$ cat src/rtl/clk_div_prog_if.sv
// Divisor load/busy handshake between a configuration master and the divider.
interface clk_div_prog_if #(
    parameter int unsigned W = 8
);
    logic [W-1:0] div_n;
    logic         div_load;
    logic         div_busy;
    logic         div_err;

    modport master (
        output div_n,
        output div_load,
        input  div_busy,
        input  div_err
    );

    modport slave (
        input  div_n,
        input  div_load,
        output div_busy,
        output div_err
    );
endinterface

$ cat src/rtl/clk_div_prog.sv
// Runtime-programmable integer clock divider with 50% duty for odd and even
// divisors. A new divisor is only applied at a period boundary (or while
// idle), so clk_out never produces a runt pulse.
module clk_div_prog #(
    parameter int unsigned W         = 8,
    parameter int unsigned DEFAULT_N = 3
) (
    input  logic                  clk,
    input  logic                  rst_n,
    input  logic                  en,
    clk_div_prog_if.slave         div_if,
    output logic [W-1:0]          n_active,
    output logic                  clk_out,
    output logic                  period_tick
);

    localparam int unsigned HW = W + 1;

    logic [W-1:0]  r_cnt;
    logic [W-1:0]  r_n_active;
    logic [W-1:0]  r_pend_n;
    logic          r_odd;
    logic          r_pending;
    logic          r_q_p;
    logic          r_q_n;
    logic          r_err;
    logic          r_tick;

    logic          w_wrap;
    logic          w_apply;
    logic [W-1:0]  w_n_eff;
    logic          w_odd_eff;
    logic [HW-1:0] w_h_eff;
    logic [W-1:0]  w_cnt_nx;
    logic          w_load_ok;
    logic          w_load_bad;

    // Boundary detection, divisor selection and next-count arithmetic.
    always_comb begin
        w_wrap     = (r_cnt == (r_n_active - W'(1)));
        w_apply    = r_pending & (w_wrap | ~en);
        w_n_eff    = w_apply ? r_pend_n    : r_n_active;
        w_odd_eff  = w_apply ? r_pend_n[0] : r_odd;
        // Computed one bit wider so N = 2^W-1 cannot overflow the +1.
        w_h_eff    = (HW'(w_n_eff) + HW'(1)) >> 1;
        // The wrap uses the old divisor: an apply edge always starts a new period.
        w_cnt_nx   = w_wrap ? '0 : (r_cnt + W'(1));
        w_load_ok  = div_if.div_load & (div_if.div_n >= W'(2));
        w_load_bad = div_if.div_load & (div_if.div_n <  W'(2));
    end

    // Period counter, high-phase flop and period tick; parked at N-1 when idle.
    always_ff @(posedge clk or negedge rst_n) begin
        if (!rst_n) begin
            r_cnt  <= W'(DEFAULT_N - 1);
            r_q_p  <= 1'b0;
            r_tick <= 1'b0;
        end else if (en) begin
            r_cnt  <= w_cnt_nx;
            r_q_p  <= (HW'(w_cnt_nx) < w_h_eff);
            r_tick <= (w_cnt_nx == '0);
        end else begin
            r_cnt  <= w_n_eff - W'(1);
            r_q_p  <= 1'b0;
            r_tick <= 1'b0;
        end
    end

    // Active divisor and its parity, updated only on an apply edge.
    always_ff @(posedge clk or negedge rst_n) begin
        if (!rst_n) begin
            r_n_active <= W'(DEFAULT_N);
            r_odd      <= ((DEFAULT_N % 2) == 1);
        end else if (w_apply) begin
            r_n_active <= w_n_eff;
            r_odd      <= w_odd_eff;
        end
    end

    // Pending divisor: last valid request wins, cleared when applied.
    always_ff @(posedge clk or negedge rst_n) begin
        if (!rst_n) begin
            r_pend_n  <= '0;
            r_pending <= 1'b0;
        end else if (w_load_ok) begin
            r_pend_n  <= div_if.div_n;
            r_pending <= 1'b1;
        end else if (w_apply) begin
            r_pending <= 1'b0;
        end
    end

    // One-cycle error pulse for divisors below 2.
    always_ff @(posedge clk or negedge rst_n) begin
        if (!rst_n) begin
            r_err <= 1'b0;
        end else begin
            r_err <= w_load_bad;
        end
    end

    // Half-cycle helper: delays the high phase by half a clk for odd divisors.
    always_ff @(negedge clk or negedge rst_n) begin
        if (!rst_n) begin
            r_q_n <= 1'b0;
        end else begin
            r_q_n <= r_q_p;
        end
    end

    // Odd divisors trim half a cycle off the start of the high phase.
    always_comb begin
        clk_out = r_odd ? (r_q_p & r_q_n) : r_q_p;
    end

    assign n_active        = r_n_active;
    assign period_tick     = r_tick;
    assign div_if.div_busy = r_pending;
    assign div_if.div_err  = r_err;

endmodule

$ cat src/flat_wrapper.sv
// flat-port wrapper written by rule: the top's interface ports become plain ports
module clk_div_prog_flat 
#(
    parameter int unsigned W         = 8,
    parameter int unsigned DEFAULT_N = 3
)
  (clk, rst_n, en, n_active, clk_out, period_tick, div_if_div_n, div_if_div_load, div_if_div_busy, div_if_div_err);
  clk_div_prog_if #(.W(W)) div_if_i ();
  input  logic clk;
  input  logic rst_n;
  input  logic en;
  output logic [W-1:0] n_active;
  output logic clk_out;
  output logic period_tick;
  input wire logic [$bits(div_if_i.div_n)-1:0] div_if_div_n;
  input wire logic [$bits(div_if_i.div_load)-1:0] div_if_div_load;
  output wire logic [$bits(div_if_i.div_busy)-1:0] div_if_div_busy;
  output wire logic [$bits(div_if_i.div_err)-1:0] div_if_div_err;
  assign div_if_i.div_n = div_if_div_n;
  assign div_if_i.div_load = div_if_div_load;
  assign div_if_div_busy = div_if_i.div_busy;
  assign div_if_div_err = div_if_i.div_err;
  clk_div_prog #(.W(W), .DEFAULT_N(DEFAULT_N)) u_core (.clk(clk), .rst_n(rst_n), .en(en), .div_if(div_if_i), .n_active(n_active), .clk_out(clk_out), .period_tick(period_tick));
endmodule
$ cat config.mk
export PLATFORM = sky130hd
export DESIGN_NAME = clk_div_prog_flat
export DESIGN_NICKNAME = d
export VERILOG_FILES = /design/src/rtl/clk_div_prog_if.sv /design/src/rtl/clk_div_prog.sv /design/src/flat_wrapper.sv
export SDC_FILE = /design/constraint.sdc
export NUM_CORES = 1
export LEC_CHECK = 0
export BUFFER_PORTS_ARGS = -buffer_cell sky130_fd_sc_hd__buf_2
export CORE_ASPECT_RATIO = 1.5
export CORE_UTILIZATION = 50
export DETAILED_ROUTE_END_ITERATION = 10
export PLACE_DENSITY = 0.71
export SLEW_MARGIN = 40
export SYNTH_ARGS = -nofsm -noshare
export SYNTH_HDL_FRONTEND = slang
export SYNTH_SLANG_ARGS = --single-unit
$ cat constraint.sdc
create_clock -name clk -period 4.8 [get_ports clk]
set_input_delay 0.96 -clock clk [delete_from_list [all_inputs] [get_ports clk]]
set_output_delay 0.96 -clock clk [all_outputs]
set_load 0.01 [all_outputs]
==> results.md <==
- Syn_nets: around 310
- Post-synth top cells: nand2_1, dfrtp_1, nor2_1, o21ai_0, xnor2_1
- Peak supply drop: 0.378 mV
- Minimum clock period: 4.58 ns
- Post-synth top flop: dfrtp_1
- Top-count cell post-synth: nand2_1
- PD cells: 703 nW/um^2
- PortBufs: 23
- Remaining global-route overflow: 0
- Die Area: 5190 sq um
- Via density: 6.04
- Worst slew pin tran: ~0.52 ns
- Cell Count, Final, Fillers Out: roughly 370
- Number of synthesized flops with an enable pin: 0
- Std-Cell Rows: 30
- Critical Path AT: between 4 and 5 ns
- Placer Congestion: 0.929
- Core area: approximately 4600 sq um
- RSZ-0062 raised after global routing: false
- Worst hold path type: flip-flop to flip-flop
- Post-Route Skew: 0.0101 ns
- Post-synth ARST share: 1.00
- Worst reg2reg path depth: 19
- Initial antenna violation count: 0
- Max Cap Viol: 0
- Clock sinks: 30
- Die Height: 87.8 um
- First-pass GRT wire length: between 10 and 15 mm
- Flops & latches, synth: 30
- TritonCTS clock tree: done
- CP Capture Type: flip-flop
- Worst-Skew Late Latency: 0.28 ns
- Setup TNS: 0 ns
- Drt first pass iters: 4
- CTS H-tree lvls: 2
- All-layer global routing usage: 0.272
- Crit-path max FO: 8
- Placed cells: 361
- I/O pins: 24
- Setup Viol. Count Final: 0
- DRT iter0 DRCs: 108
- Layout area overhead: 10.9%
- Yosys cell types: 55
- Leading area contributor after synthesis: dfrtp_1
- WHS Path Cells: 2
- Max clock buf depth: 2
- Yosys warns: 0
- # diodes: 0
- Filler cells: 452
- Kind of critical path: flip-flop to flip-flop
- Final Routed Wirelength: approximately 6.3 mm
- CP Launch Type: flip-flop
- DIE WIDTH: 59.2 um
- Vias in the first global route: 2142
- Register area share after synthesis: 0.308
- Fin. max-slew vios: 0
- Largest net degree at the start of global routing: 31
- Share of cells above drive strength 1: 0.211
- Slowest stage delay, CP: about 0.61 ns
- Cells along the critical path: inv_1 > ha_1 > xnor2_1 > o2bb2ai_1 > a2111o_1 > a2bb2oi_4 > nand2_2 > mux2_2 > ha_2 > nand2_1 > nor3_1 > a21oi_1 > xor2_1 > ha_1 > a21o_1 > a21o_1 > a2111oi_1 > a21boi_1 > a41oi_1
- Via count: between 2000 and 2500
- Mean Syn Cell Area: 8.57 sq um
- FMAX: 218 MHz
- Worst EP required: around 5 ns
- Pleak: 1.19 nW
- DRC: 0
- Status: finished clean
- Top cells by area, synth: dfrtp_1, nand2_1, ha_1
- DRT antenna net count: 0
- CTS clk-pin slew, worst paths: about 0.060 ns
- Final Hold Fails: 0
- Yosys top cell area share: 0.255
- Nets: between 300 and 400
- Slowest cell on crit path: dfstp_2
- Drt wl/cell: ~17 um
- Post-synthesis cell area: 2450 sq um
- Post-DP HPWL: 4.77 mm
- Post-synthesis cell count: 286
- Cell chosen for the clock root: clkbuf_8
- Slew HR: 0.655
- Total CTS buffers: 5
- Final period util: 0.955
- Initial core utilization: 0.531
## logic make-up after synthesis
group	share of synthesized area
buf+inv	0.0567
mux	0.0949
simple gates	0.240
flops	0.308
compound gates	0.158
xor+xnor	0.0858
fa+ha+maj	0.0562
## power breakdown
part	switching (W)	internal (W)	leakage [nW]	total [W]
clock network	0.0000943	0.000115	0.0482	0.000210
registers	0.000167	0.000351	0.361	0.000518
logic	0.000635	0.000549	0.781	0.00118
## routing by layer
metal,GRT usage,up-vias,share of wire
met2,0.466,90,0.51
met5,0,-,0
met1,0.309,1074,0.39
met4,0.171,0,0.057
met3,0.0428,30,0.048
li1,-,1053,-
## worst max-delay path, delay by kind of cell (launching register included)
kind,cells,cell delay (ns)
fa+ha+maj,3,0.79
flops,1,0.61
mux,1,0.33
compound gates,9,2.05
simple gates,3,0.25
xor+xnor,2,0.38
buf+inv,1,0.08
## layout make-up
type / instances / area (sq um) / area share
repair buffers: 32 / 183 / 0.0672
clock buffers: 7 / 86.3 / 0.0318
flip-flops and latches: 30 / 756 / 0.278
multi-input cells: 227 / 1570 / 0.576
clock inverters: 1 / 5.00 / 0.00184
well taps: 64 / 80.1 / 0.0295
inverters: 11 / 41.3 / 0.0152
## worst paths after layout
| path | start | endpoint | slack (ns) |
|---|---|---|---|
| min in group asynchronous | rst_n | u_core.n_active[2]$_DFFE_PN0N_ | 0.68 |
| max | u_core.n_active[0]$_DFFE_PN1N_ | u_core.r_q_p$_DFF_PN0_ | 0.22 |
| max reg2reg | u_core.n_active[0]$_DFFE_PN1N_ | u_core.r_q_p$_DFF_PN0_ | 0.22 |
| max in group asynchronous | rst_n | u_core.r_q_n$_DFF_NN0_ | 1.53 |
| min | u_core.r_pend_n[7]$_DFFE_PN0P_ | u_core.r_pend_n[7]$_DFFE_PN0P_ | 0.55 |
| min reg2reg | u_core.r_pend_n[7]$_DFFE_PN0P_ | u_core.r_pend_n[7]$_DFFE_PN0P_ | 0.55 |
## metrics by stage
| step | power (W) | setup WS [ns] | hold slack, ns | util | instance area, sq um |
|---|---|---|---|---|---|
| floorplan | 0.00137 | 0.416 | 0.487 | - | 2450 |
| global placement | 0.00163 | 0.308 | 0.512 | 0.562 | 2590 |
| detailed placement | 0.00165 | 0.102 | 0.525 | 0.562 | 2590 |
| CTS | 0.00187 | 0.0477 | 0.540 | 0.582 | 2690 |
| global route | 0.00205 | 0.00540 | 0.582 | 0.589 | 2720 |
| finish | 0.00191 | 0.218 | 0.548 | 0.589 | 2720 |
## state kept, by name, summed over array words and instances, names as in the netlist
name and cells:
u_core.div_if.div_busy 1, u_core.div_if.div_err 1, u_core.n_active 8, u_core.period_tick 1, u_core.r_cnt 8, u_core.r_odd 1
u_core.r_pend_n 8, u_core.r_q_n 1, u_core.r_q_p 1
## timing repair
action | CTS | global route
hold buffers | 0 | 0
setup buffers | 0 | 3
endpoints found under the setup margin | 0 | 1
gates resized for setup | 0 | 4
## cells in the final DEF, fill, tap and decap left out, types with 3 or more instances in the layout
master	synthesis	final
nand3_1	12	12
dfstp_2	4	4
nor3_1	6	6
and2_1	4	4
inv_1	11	11
dfrtp_1	25	25
clkbuf_8	0	6
or3_1	3	3
a21oi_1	8	8
a21o_1	3	3
xnor2_1	15	15
mux2_2	10	10
nor4_1	5	4
nor3b_1	3	3
o21ai_0	16	16
nand4_1	5	5
nand2b_1	3	3
ha_1	11	10
o31ai_1	3	3
nand2_1	38	38
and3_1	3	3
buf_4	0	9
a31oi_1	5	5
nor2_1	20	20
mux2i_1	9	9
buf_2	5	23
nor2b_1	3	3
xor2_1	9	9
o21a_1	3	3
Note: power is estimated with default switching activity, not from simulation.
